<file path="src/rtl/ss_mult_sched.sv">
// ss_mult_sched: round-robin scheduler for the shared iterative multiplier units
// of the superscalar issue stage. Grants free units to requesting issue slots,
// tracks per-unit IDLE/BUSY/DONE occupancy, presents finished tags with a
// valid/ready handshake, and flushes all in-flight work on ROB rollback.
// Optional build macro: MULT_SCHED_PERF_EN adds the 32-bit stall_cycles counter.

// One multiplier occupancy tracker: IDLE -> BUSY (LATENCY-1 cycles) -> DONE.
module ss_mult_unit #(
  parameter int TAG_W   = 6,
  parameter int LATENCY = 4,
  parameter int CW      = 2
) (
  input  logic             clock,
  input  logic             reset,
  input  logic             rollback_en,
  input  logic             start,
  input  logic [TAG_W-1:0] tag_in,
  input  logic             done_ready,
  output logic             idle,
  output logic             done,
  output logic [TAG_W-1:0] tag
);
  typedef enum logic [1:0] {IDLE, BUSY, DONE} st_t;

  st_t           st;
  logic [CW-1:0] cnt;

  // Occupancy FSM; cnt is loaded so DONE is first visible LATENCY cycles after the grant.
  always_ff @(posedge clock or negedge reset) begin
    if (!reset) begin
      st  <= IDLE;
      cnt <= '0;
      tag <= '0;
    end else if (rollback_en) begin
      st  <= IDLE;
      cnt <= '0;
    end else begin
      case (st)
        IDLE: if (start) begin
          st  <= BUSY;
          cnt <= CW'(LATENCY - 2);
          tag <= tag_in;
        end
        BUSY: if (cnt == '0) st <= DONE;
              else           cnt <= cnt - 1'b1;
        DONE: if (done_ready) st <= IDLE;
        default: st <= IDLE;
      endcase
    end
  end

  assign idle = (st == IDLE);
  assign done = (st == DONE);
endmodule

module ss_mult_sched #(
  parameter int WIDTH   = 2,
  parameter int N_MULT  = 2,
  parameter int LATENCY = 4,
  parameter int TAG_W   = 6
) (
  input  logic                              clock,
  input  logic                              reset,
  input  logic                              rollback_en,
  input  logic [WIDTH-1:0]                  req_valid,
  input  logic [WIDTH*TAG_W-1:0]            req_tag,
  output logic [WIDTH-1:0]                  grant,
  output logic [WIDTH-1:0]                  stall_mul,
  output logic [N_MULT-1:0]                 unit_start,
  output logic [N_MULT*$clog2(WIDTH)-1:0]   unit_src_slot,
  output logic [N_MULT-1:0]                 done_valid,
  output logic [N_MULT*TAG_W-1:0]           done_tag,
  input  logic [N_MULT-1:0]                 done_ready
`ifdef MULT_SCHED_PERF_EN
  ,output logic [31:0]                      stall_cycles
`endif
);
  localparam int SW = $clog2(WIDTH);
  localparam int CW = $clog2(LATENCY);

  logic [SW-1:0]          rr_ptr;
  logic [N_MULT-1:0]      idle, done;
  logic [WIDTH-1:0]       grant_c;
  logic [N_MULT-1:0]      start_c, claimed;
  logic [N_MULT*SW-1:0]   src_c;
  logic [SW-1:0]          last, slot;
  logic                   any, found;
  logic                   en;

  // No grants while held in reset or during a rollback cycle.
  assign en = reset & ~rollback_en;

  // Round-robin scan from rr_ptr; each requester takes the lowest free unclaimed unit.
  always_comb begin
    grant_c = '0;
    start_c = '0;
    claimed = '0;
    src_c   = '0;
    last    = '0;
    slot    = '0;
    any     = 1'b0;
    found   = 1'b0;
    for (int k = 0; k < WIDTH; k++) begin
      slot  = SW'((int'(rr_ptr) + k) % WIDTH);
      found = 1'b0;
      if (req_valid[slot]) begin
        for (int u = 0; u < N_MULT; u++) begin
          if (!found && idle[u] && !claimed[u]) begin
            found             = 1'b1;
            claimed[u]        = 1'b1;
            start_c[u]        = 1'b1;
            src_c[u*SW +: SW] = slot;
            grant_c[slot]     = 1'b1;
            last              = slot;
            any               = 1'b1;
          end
        end
      end
    end
  end

  assign grant         = en ? grant_c : '0;
  assign unit_start    = en ? start_c : '0;
  assign unit_src_slot = en ? src_c   : '0;
  assign stall_mul     = reset ? (req_valid & ~grant) : '0;
  assign done_valid    = rollback_en ? '0 : done;

  // Priority moves past the last slot served; holds when nothing is granted.
  always_ff @(posedge clock or negedge reset) begin
    if (!reset)          rr_ptr <= '0;
    else if (en && any)  rr_ptr <= SW'((int'(last) + 1) % WIDTH);
  end

  for (genvar u = 0; u < N_MULT; u++) begin : g_unit
    ss_mult_unit #(.TAG_W(TAG_W), .LATENCY(LATENCY), .CW(CW)) u_unit (
      .clock       (clock),
      .reset       (reset),
      .rollback_en (rollback_en),
      .start       (unit_start[u]),
      .tag_in      (req_tag[int'(src_c[u*SW +: SW])*TAG_W +: TAG_W]),
      .done_ready  (done_ready[u]),
      .idle        (idle[u]),
      .done        (done[u]),
      .tag         (done_tag[u*TAG_W +: TAG_W])
    );
  end

`ifdef MULT_SCHED_PERF_EN
  // Saturating count of non-rollback cycles in which some slot stalled.
  always_ff @(posedge clock or negedge reset) begin
    if (!reset)
      stall_cycles <= '0;
    else if (!rollback_en && (|stall_mul) && (stall_cycles != 32'hFFFF_FFFF))
      stall_cycles <= stall_cycles + 32'd1;
  end
`endif
endmodule
</file>
<file path="config.mk">
export PLATFORM = sky130hd
export DESIGN_NAME = ss_mult_sched
export DESIGN_NICKNAME = d
export VERILOG_FILES = /design/src/rtl/ss_mult_sched.sv
export SDC_FILE = /design/constraint.sdc
export NUM_CORES = 1
export LEC_CHECK = 0
export ABC_AREA = 1
export CAP_MARGIN = 5
export CORE_UTILIZATION = 47
export CTS_CLUSTER_SIZE = 20
export DETAILED_ROUTE_END_ITERATION = 16
export HOLD_SLACK_MARGIN = 0.02
export PLACE_DENSITY_LB_ADDON = 0.08
export REMOVE_ABC_BUFFERS = 1
export SLEW_MARGIN = 20
export SYNTH_ARGS = -nofsm -noshare
export SYNTH_HDL_FRONTEND = slang
export SYNTH_SLANG_ARGS = --single-unit
export TNS_END_PERCENT = 20
</file>
<file path="constraint.sdc">
create_clock -name clock -period 2.5 [get_ports clock]
set_input_delay 0.75 -clock clock [delete_from_list [all_inputs] [get_ports clock]]
set_output_delay 0.75 -clock clock [all_outputs]
set_load 0.02 [all_outputs]
</file>
; ---- Yosys cells after proc, flatten, opt, wreduce, memory -nomap -nowiden
; Cells that the tools add are included.
[totals]
regBits = 21
in_bits = 19
[classes]
addsub = 4
n_mul = 2
n_lt_le_gt_ge = 4
n_eq_ne = 12
shifts = 2
muxes = 64
bitwise = 7
n_reduce_logical = 23
[op_table]
columns = operator, n
row1 = 2-to-1 mux 2 bit, 31
row2 = 2-to-1 mux 1 bit, 27
row3 = indexed part select 12 x 5 -> 6 bit, 2
row4 = "!= test 3 bit, second input constant", 6
row5 = AND reduction 3 bit, 6
row6 = one-hot mux 2 bit (3 select lines), 2
row7 = zero test 2 bit, 4
row8 = one-hot mux 2 bit (2 select lines), 2
row9 = logical AND 1 bit, 7
row10 = "multiplier 1 x 2 -> 3 bit, second input constant", 2
row11 = "!= test 3 x 2 -> 1 bit, second input constant", 2
row12 = bitwise OR 2 bit, 3
row13 = nonzero test 3 bit, 2
row14 = "equality test 2 x 1 -> 1 bit, second input constant", 2
row15 = "equality test 2 bit, second input constant", 2
row16 = zero test 1 bit, 4
row17 = "less-than comparator 1 x 2 -> 1 bit, second input constant", 2
row18 = "subtractor 2 x 1 -> 2 bit, second input constant", 2
row19 = "adder 1 bit, second input constant", 2
row20 = AND 2 bit, 1
row21 = demux 1 bit (select 1 bit), 2
row22 = ">= comparator 1 bit, second input constant", 2
row23 = inverter 2 bit, 1
row24 = AND 1 bit, 1
row25 = inverter 1 bit, 1

; ---- Depth between registers and ports, before layout
; Gate-level depths: netlist of the first run.
[depth]
word_depth = 20
depth_mapped = 10
mapped_depth_nobuf = 10

; ---- By module
; Synthesis of the first run repeated with hierarchy kept, for this count alone.
[unflattened]
cells_unflattened = 217
area_unflattened_um2 = 1522.7
[modules_own_cells]
columns = mod, instances, cells_each, area_per_inst_um2
row1 = ss_mult_unit, 2, 59, 521.8
row2 = ss_mult_sched, 1, 99, 479.2

; ---- Worst setup path before layout of the first run
; Ideal clock, no wire load.
[synth_timing]
path_kind = input-to-output
start = in rollback_en
end = out stall_mul[0]
arrival_time_ns = 1.880
required_ns = 1.750
path_slack_ns = -0.130
cell_stages = 5
path_buffers = 1
cell_sequence = buf_4 > nor2_1 > o31ai_1 > a21oi_1 > nor2_1
[synth_via]
elab_chain_len = 6
[synth_rtl]
columns = item, line_no
row1 = from (decl), 64  ; input logic rollback_en,
row2 = inverter 1 bit (no line), -
row3 = AND 1 bit, 91  ; assign en = reset & ~rollback_en;
row4 = 2-to-1 mux 2 bit, 122  ; assign grant = en ? grant_c : '0;
row5 = via grant[0], 67  ; output logic [WIDTH-1:0] grant,
row6 = inverter 2 bit, 125  ; assign stall_mul = reset ? (req_valid & ~grant) : '0;
row7 = AND 2 bit, 125
row8 = 2-to-1 mux 2 bit, 125
row9 = to (decl), 68  ; output logic [WIDTH-1:0] stall_mul,
; The timed path passes the listed nets, and every way through them passes these cells.

; ---- Worst setup path after layout of the first run
[layout_timing]
start = in req_valid[0]
end = out stall_mul[1]
[layout_via]
elab_chain_len = 16
word_cells_on_any_way = 24
classes_between = mux: 14 / bitwise: 4 / reduce/logical: 6
[layout_rtl]
columns = item, line_no
row1 = from (decl), 65  ; input logic [WIDTH-1:0] req_valid,
row2 = 2-to-1 mux 1 bit (implied by the code) (2 in series), 106  ; if (req_valid[slot]) begin
row3 = 2-to-1 mux 2 bit, 106
row4 = zero test 1 bit, 108  ; if (!found && idle[u] && !claimed[u]) begin
row5 = logical AND 1 bit, 108
row6 = 2-to-1 mux 1 bit, 108
row7 = 2-to-1 mux 1 bit, 106
row8 = zero test 1 bit, 108
row9 = logical AND 1 bit (2 in series), 108
row10 = 2-to-1 mux 2 bit, 108
row11 = 2-to-1 mux 2 bit *, 106
row12 = 2-to-1 mux 2 bit *, 122
row13 = inverter 2 bit *, 125
row14 = AND 2 bit *, 125
row15 = 2-to-1 mux 2 bit *, 125
; Mark *: on every way between the ends. The rest lies on a longest branch, timed or not. The select of a mux whose other input is x is not followed.

==> metrics.csv, run 1 <==
stage,metric,value,unit
layout,diodes,0,
setup_path,max_stage_delay,0.16,ns
layout,layout-drive-gt1-share,27.86,%
die,die_x,57.50,um
detailed_routing,num_vias,1524,
logic_synthesis,yosys_most_used_dff,dfrtp_1,
timing,hold_violations,0,
global_routing,grt-ovfl-total,0,
timing,whs,0.4810,ns
detailed_routing,drc,1,
clocking,clk_pin_slew,0.11,ns
detailed_routing,final_antenna_net_count,0,
logic_synthesis,yosysUniqueCellTypes,25,
die,row_count,19,
logic_synthesis,netlist.area_leader.share,36.30,%
timing,tightest_slew,0.2996,ns
logic_synthesis,synth_cells,206,
layout,finalNonFillerCells,311,
logic_synthesis,ys_seq_area_share,36.30,%
setup_path,path_cells,"buf_2, nand2_4, nand3_4, nor2_1, nor2_1, nand2_1, nand3_2, nand2_1, inv_1, buf_6",
placement,gp_congestion,0.8928,
detailed_routing,dr.pass1.iters,10,
placement,port_buffers,40,
timing,period_share,99.58,%
power,p_leak,1.159,nW
power,p_per_area,790.0,nW/um2
logic_synthesis,synthTopCellsByCount,"68 x nand2_1, 31 x inv_1, 21 x dfrtp_1, 17 x nand3_1, 15 x nor2_1",
logic_synthesis,synthTopCellsByArea,"dfrtp_1 36%, nand2_1 18%, inv_1 8.0%",
die,io_pins,41,
timing,clock.fmax,401.7,MHz
timing,rsz0062_at_grt,true,
clocking,tritoncts,done,
logic_synthesis,synth-seq-cells,21,
logic_synthesis,synth_area,1448,um2
clocking,numCtsBuffers,3,
global_routing,grt_max_degree,13,
layout,area_growth,47.45,%
clocking,cts_sinks,21,
job,maxCapViolCount,0,
setup_path,path_class,in -> out,
detailed_routing,post_drt_wl_per_cell,10.96,um
logic_synthesis,synth_area_leader_cell,dfrtp_1,
layout,final_util,75.45,%
power,ir_worst_vdd,0.0005916,V
setup_path,start_kind,primary input,
logic_synthesis,synth_edf_count,0,
setup_path,crit_required,1.75,ns
layout,nets,302,
timing,fin_crit,2.489,ns
timing,slew_headroom,79.94,%
clocking,clkLatencyLatePin,0.31,ns
status,violations,design-rule violations,
setup_path,crit_path_end_kind,output pin,
logic_synthesis,yosys_warnings,0,
global_routing,antenna_found_initial,0,
setup_path,crit_arrival,1.74,ns
global_routing,grt_pass1_vias,1446,
timing,slew_viol_final,0,
die,die-area,3306,um2
global_routing,track_usage,23.17,%
logic_synthesis,synth.most_common_cell,nand2_1,
placement,dp_cells,305,
die,die_y,57.50,um
logic_synthesis,syn_area_per_cell,7.027,um2
power,p_total,1.686,mW
die,fp.coreArea,2829,um2
detailed_routing,vias_per_cell,4.900,
timing,setup_viol,0,
detailed_routing,wirelength,3410,um
die,floorplan.initialDensity,51.17,%
setup_path,cp_max_fo,6,
clocking,cts_hold_buf,0,
setup_path,crit_slowest_cell,nor2_1,
timing,fin_skew,0.008705,ns
logic_synthesis,synthArstFlopShare,100.0,%
global_routing,grt_pass1_wl,5982,um
clocking,cts_root_buf,clkbuf_4,
min_path,min_path_type,reg -> reg,
clocking,clk_path_buf_depth,2,
status,status,finished with violations,
clocking,htree_num_levels,1,
detailed_routing,drtIter0Drc,50,
placement,hpwl,2740,um
## metrics by stage
stage / cell area (um2) / worst slack (ns) / TNS, ns
global placement: 2100 / -0.8259 / -6.801
floorplan: 1420 / -0.05653 / -0.05653
CTS: 2086 / 0.006282 / 0
detailed placement: 2100 / -0.8754 / -7.100
finish: 2135 / 0.01060 / 0
global route: 2135 / -0.09369 / -0.2269
## cell type report
cell class,instances,area [um2]
fill,243,694.4
sequential,21,526.8
timing repair buffer,74,623.1
tap,31,38.79
clock buffer,4,26.28
multi-input combinational,147,787.0
inverter,34,132.6
## cells by family after synthesis
kind of cell    synth area share, %
simple gates                  42.87
buf+inv                       11.06
flops                         36.30
compound gates                8.038
fa+ha+maj                     1.728
## power breakdown
group	leakage, nW	total, mW	switching (mW)	internal [mW]
logic	0.876	1.00	0.542	0.460
clock network	0.0150	0.164	0.102	0.0623
registers	0.267	0.521	0.0748	0.446
## flip-flops by register name (all words and copies together), names as in the netlist, named ones only
| signal | cells |
|---|---|
| g_unit.u_unit.cnt | 4 |
| g_unit.u_unit.st | 4 |
| g_unit.u_unit.tag | 12 |
## worst max-delay path: cells and delay by family
kind / cells / cell delay, ns
AND/OR/NAND/NOR: 7 / 0.67
buffers and inverters: 3 / 0.30
## final timing paths
path / endpoint / startpoint / slack [ns] / cells past startpoint
max: stall_mul[1] / req_valid[0] / 0.01 / 10
min: g_unit[1].u_unit.cnt[0] / g_unit[1].u_unit.cnt[0] / 0.48 / 2
max reg2reg: g_unit[0].u_unit.cnt[0] / g_unit[0].u_unit.st[1] / 0.90 / 9
min reg2reg: g_unit[1].u_unit.cnt[0] / g_unit[1].u_unit.cnt[0] / 0.48 / 2
max in group asynchronous: asynchronous set/reset pin / reset / 1.72 / 3
min in group asynchronous: g_unit[0].u_unit.st[1] / reset / 0.60 / 3
## cell usage in the layout, fill, tap and decap left out, types with 5 or more instances in the layout
cell type and count:
nand3_1 16, buf_4 36, nand2_2 7, dfrtp_1 20
inv_1 29, clkdlybuf4s50_1 26, nor2_1 14, o21ai_1 6
nand2_1 67, a21oi_1 5, nand2_4 6, buf_2 6
o21ai_0 6
## repair_timing
| item | CTS | global route |
|---|---|---|
| setup buffers | 0 | 2 |
| pin swaps | 5 | 8 |
| gates cloned | 0 | 0 |
| gates resized for setup | 55 | 12 |
| setup endpoints to repair | 10 | 5 |
## per-layer routing
metal	up-vias	GRT usage [%]	wire length [um]	part of all wire [%]
met2	38	38.87	1650	48
met1	684	31.36	1579	46
met4	0	7.317	43	1.3
met5	-	0	0	0
li1	797	-	-	-
met3	5	2.494	137	4.0
Note: power is estimated with default switching activity, not from simulation.
==> run 2: changes to the inputs <==
- CORE_MARGIN: unset -> 4
==> run 2 against run 1 <==
Effect of this change: the run ends with negative setup slack left; global-route usage shrank 2.6 points; combinational power grew 11%; die area grew 22%; maximum frequency shrank 1.1%; count of clock-buffer cells in the layout shrank 1; non-clock buffer count grew 7; final cell count grew 2.3%; flip-flop and latch count is the same; design area grew 4.1%; clock skew shrank 0.0022 ns; routed wire length grew 18%; worst setup slack lost 0.027 ns.
==> metrics.csv, run 2 (synthesized netlist as in run 1, its figures left out) <==
stage,metric,value,unit
placement,hpwl,3037,um
power,seqPwrFrac,29.2,%
detailed_routing,post_drt_wl_per_cell,12.67,um
setup_path,crit_required,1.75,ns
detailed_routing,dr_wl_met3,230,um
detailed_routing,wirelength,4028,um
power,clock_power_share,9.7,%
layout,area_growth,53.50,%
layout,final_common_cell,nand2_1,
setup_path,reg2regPathDepth,11,
die,io_pins,41,
detailed_routing,vias_per_cell,5.022,
timing,rsz0062_at_grt,true,
min_path,min_path_type,in -> async,
setup_path,critical_path_buf_inv_count,3,
global_routing,grt_pass1_vias,1537,
timing,final.setup.tns,-0.01638,ns
detailed_routing,drtIter0Drc,125,
die,die-area,4032,um2
die,die_x,63.50,um
clocking,tritoncts,done,
layout,final_cell_mix,"65 x nand2_1, 45 x buf_4, 27 x inv_1",
job,maxCapViolCount,0,
die,fp.coreArea,2853,um2
clocking,cts_sinks,21,
timing,setup_ws,-0.01638,ns
power,switching_share,44.08,%
setup_path,cp_max_fo,5,
layout,nets,309,
detailed_routing,drc,0,
layout,layout-drive-gt1-share,34.49,%
power,ir_worst_vdd,0.0007125,V
setup_path,crit_path_end_kind,output pin,
clocking,htree_num_levels,1,
clocking,numCtsBuffers,3,
timing,setup_viol,1,
status,violations,negative setup slack,
timing,clock.fmax,397.4,MHz
setup_path,path_class,in -> out,
timing,fin_skew,0.006507,ns
setup_path,crit_arrival,1.77,ns
detailed_routing,dr.pass1.iters,4,
global_routing,grt_pass1_wl,6624,um
setup_path,max_stage_delay,0.17,ns
timing,slew_viol_final,0,
global_routing,grt-ovfl-total,0,
setup_path,start_kind,primary input,
detailed_routing,final_antenna_net_count,0,
detailed_routing,route.met2.wl,1957,um
power,p_leak,1.196,nW
clocking,clk_path_buf_depth,2,
timing,tightest_slew,0.2891,ns
global_routing,antenna_found_initial,0,
timing,hold_violations,0,
layout,diodes,0,
placement,port_buffers,40,
setup_path,path_cells,"buf_2, nand2_1, nand2_2, nand4_1, nand2_1, nand3_2, nand2_2, inv_2, buf_6",
power,power.internal,1.013,mW
clocking,clkLatencyLatePin,0.32,ns
timing,slew_headroom,80.56,%
power,comb_power_share,61.1,%
detailed_routing,num_vias,1597,
setup_path,critical_path.top_delay_family,simple AND/OR/NAND/NOR gates,
global_routing,grt_max_degree,13,
power,p_per_area,815.3,nW/um2
die,row_count,19,
layout,reg.largest.list,"g_unit.u_unit.tag x12, g_unit.u_unit.cnt x4, g_unit.u_unit.st x4",
die,die_y,63.50,um
detailed_routing,maxUsedRoutingLayer,met4,
die,floorplan.initialDensity,50.75,%
placement,gp_congestion,0.9050,
status,status,finished with violations,
setup_path,crit_slowest_cell,buf_2,
power,p_sw,0.7986,mW
setup_path,reg2reg_to,g_unit[1].u_unit.cnt[1],
layout,largest_register_ffs,12,
global_routing,track_usage,20.52,%
layout,top_register,g_unit.u_unit.tag,
clocking,cts_hold_buf,0,
clocking,cts_root_buf,clkbuf_4,
timing,fin_crit,2.516,ns
clocking,clk_pin_slew,0.13,ns
timing,period_share,100.7,%
placement,post-place-ws,-0.8803,ns
setup_path,r2r_setup_slack,0.83,ns
detailed_routing,drt-met1-wl,1790,um
[run 2: changes by cell type in the layout (fill, tap and decap cells not counted), sizes merged]
cell,change
clkbuf,-1
clkdlybuf4s15,-1
buf,+8
clkinv,+1
[run 2: cell type report]
cell class              instances  area, um2
well taps                      31      38.79
repair buffers                 81      674.4
clock buffers                   3      22.52
flip-flops and latches         21      526.8
multi-input cells             147      819.5
fillers                       204      630.6
clock inverters                 1      5.005
inverters                      34      135.1
[run 2: power by group through the flow]
stage,clock network [mW],registers [mW],logic [mW]
floorplan,0,0.613,0.451
global placement,0,0.521,0.987
detailed placement,0,0.524,1.00
CTS,0.179,0.520,1.02
global route,0.192,0.547,1.21
finish,0.175,0.530,1.11
[run 2: per-stage QoR]
step	cell area [um2]	hold slack, ns	power, mW	utilization, %	std cells
after detailed placement	2107	0.4646	1.526	73.86	306
after global routing	2222	0.4449	1.947	77.89	318
final	2222	0.4577	1.812	77.89	318
after global placement	2107	0.4560	1.508	73.86	306
after CTS	2120	0.4493	1.720	74.30	312
after floorplan	1420	0.4414	1.064	-	202
[run 2: per-layer routing]
layer	up-vias	global-route usage, %
met4	0	5.660
met1	734	23.93
met3	6	6.217
met2	47	36.11
met5	-	0
li1	810	-
[run 2: what timing repair did]
action	in CTS	in global routing
pin swaps	5	7
setup endpoints to repair	10	4
setup buffers	2	6
gates resized for setup	62	23
cloned	0	0
[run 2: worst max-delay path by stage]
stage | startpoint | to | slack [ns] | cells past startpoint
2_1_floorplan | req_valid[1] | stall_mul[0] | -0.06 | 7
3_3_place_gp | req_valid[1] | grant[0] | -0.84 | 8
3_5_place_dp | req_valid[1] | grant[0] | -0.88 | 8
4_1_cts | req_valid[1] | stall_mul[1] | 0.009 | 11
5_1_grt | g_unit[0].u_unit.st[0] | stall_mul[1] | -0.12 | 11
6_report | req_valid[0] | stall_mul[1] | -0.02 | 9
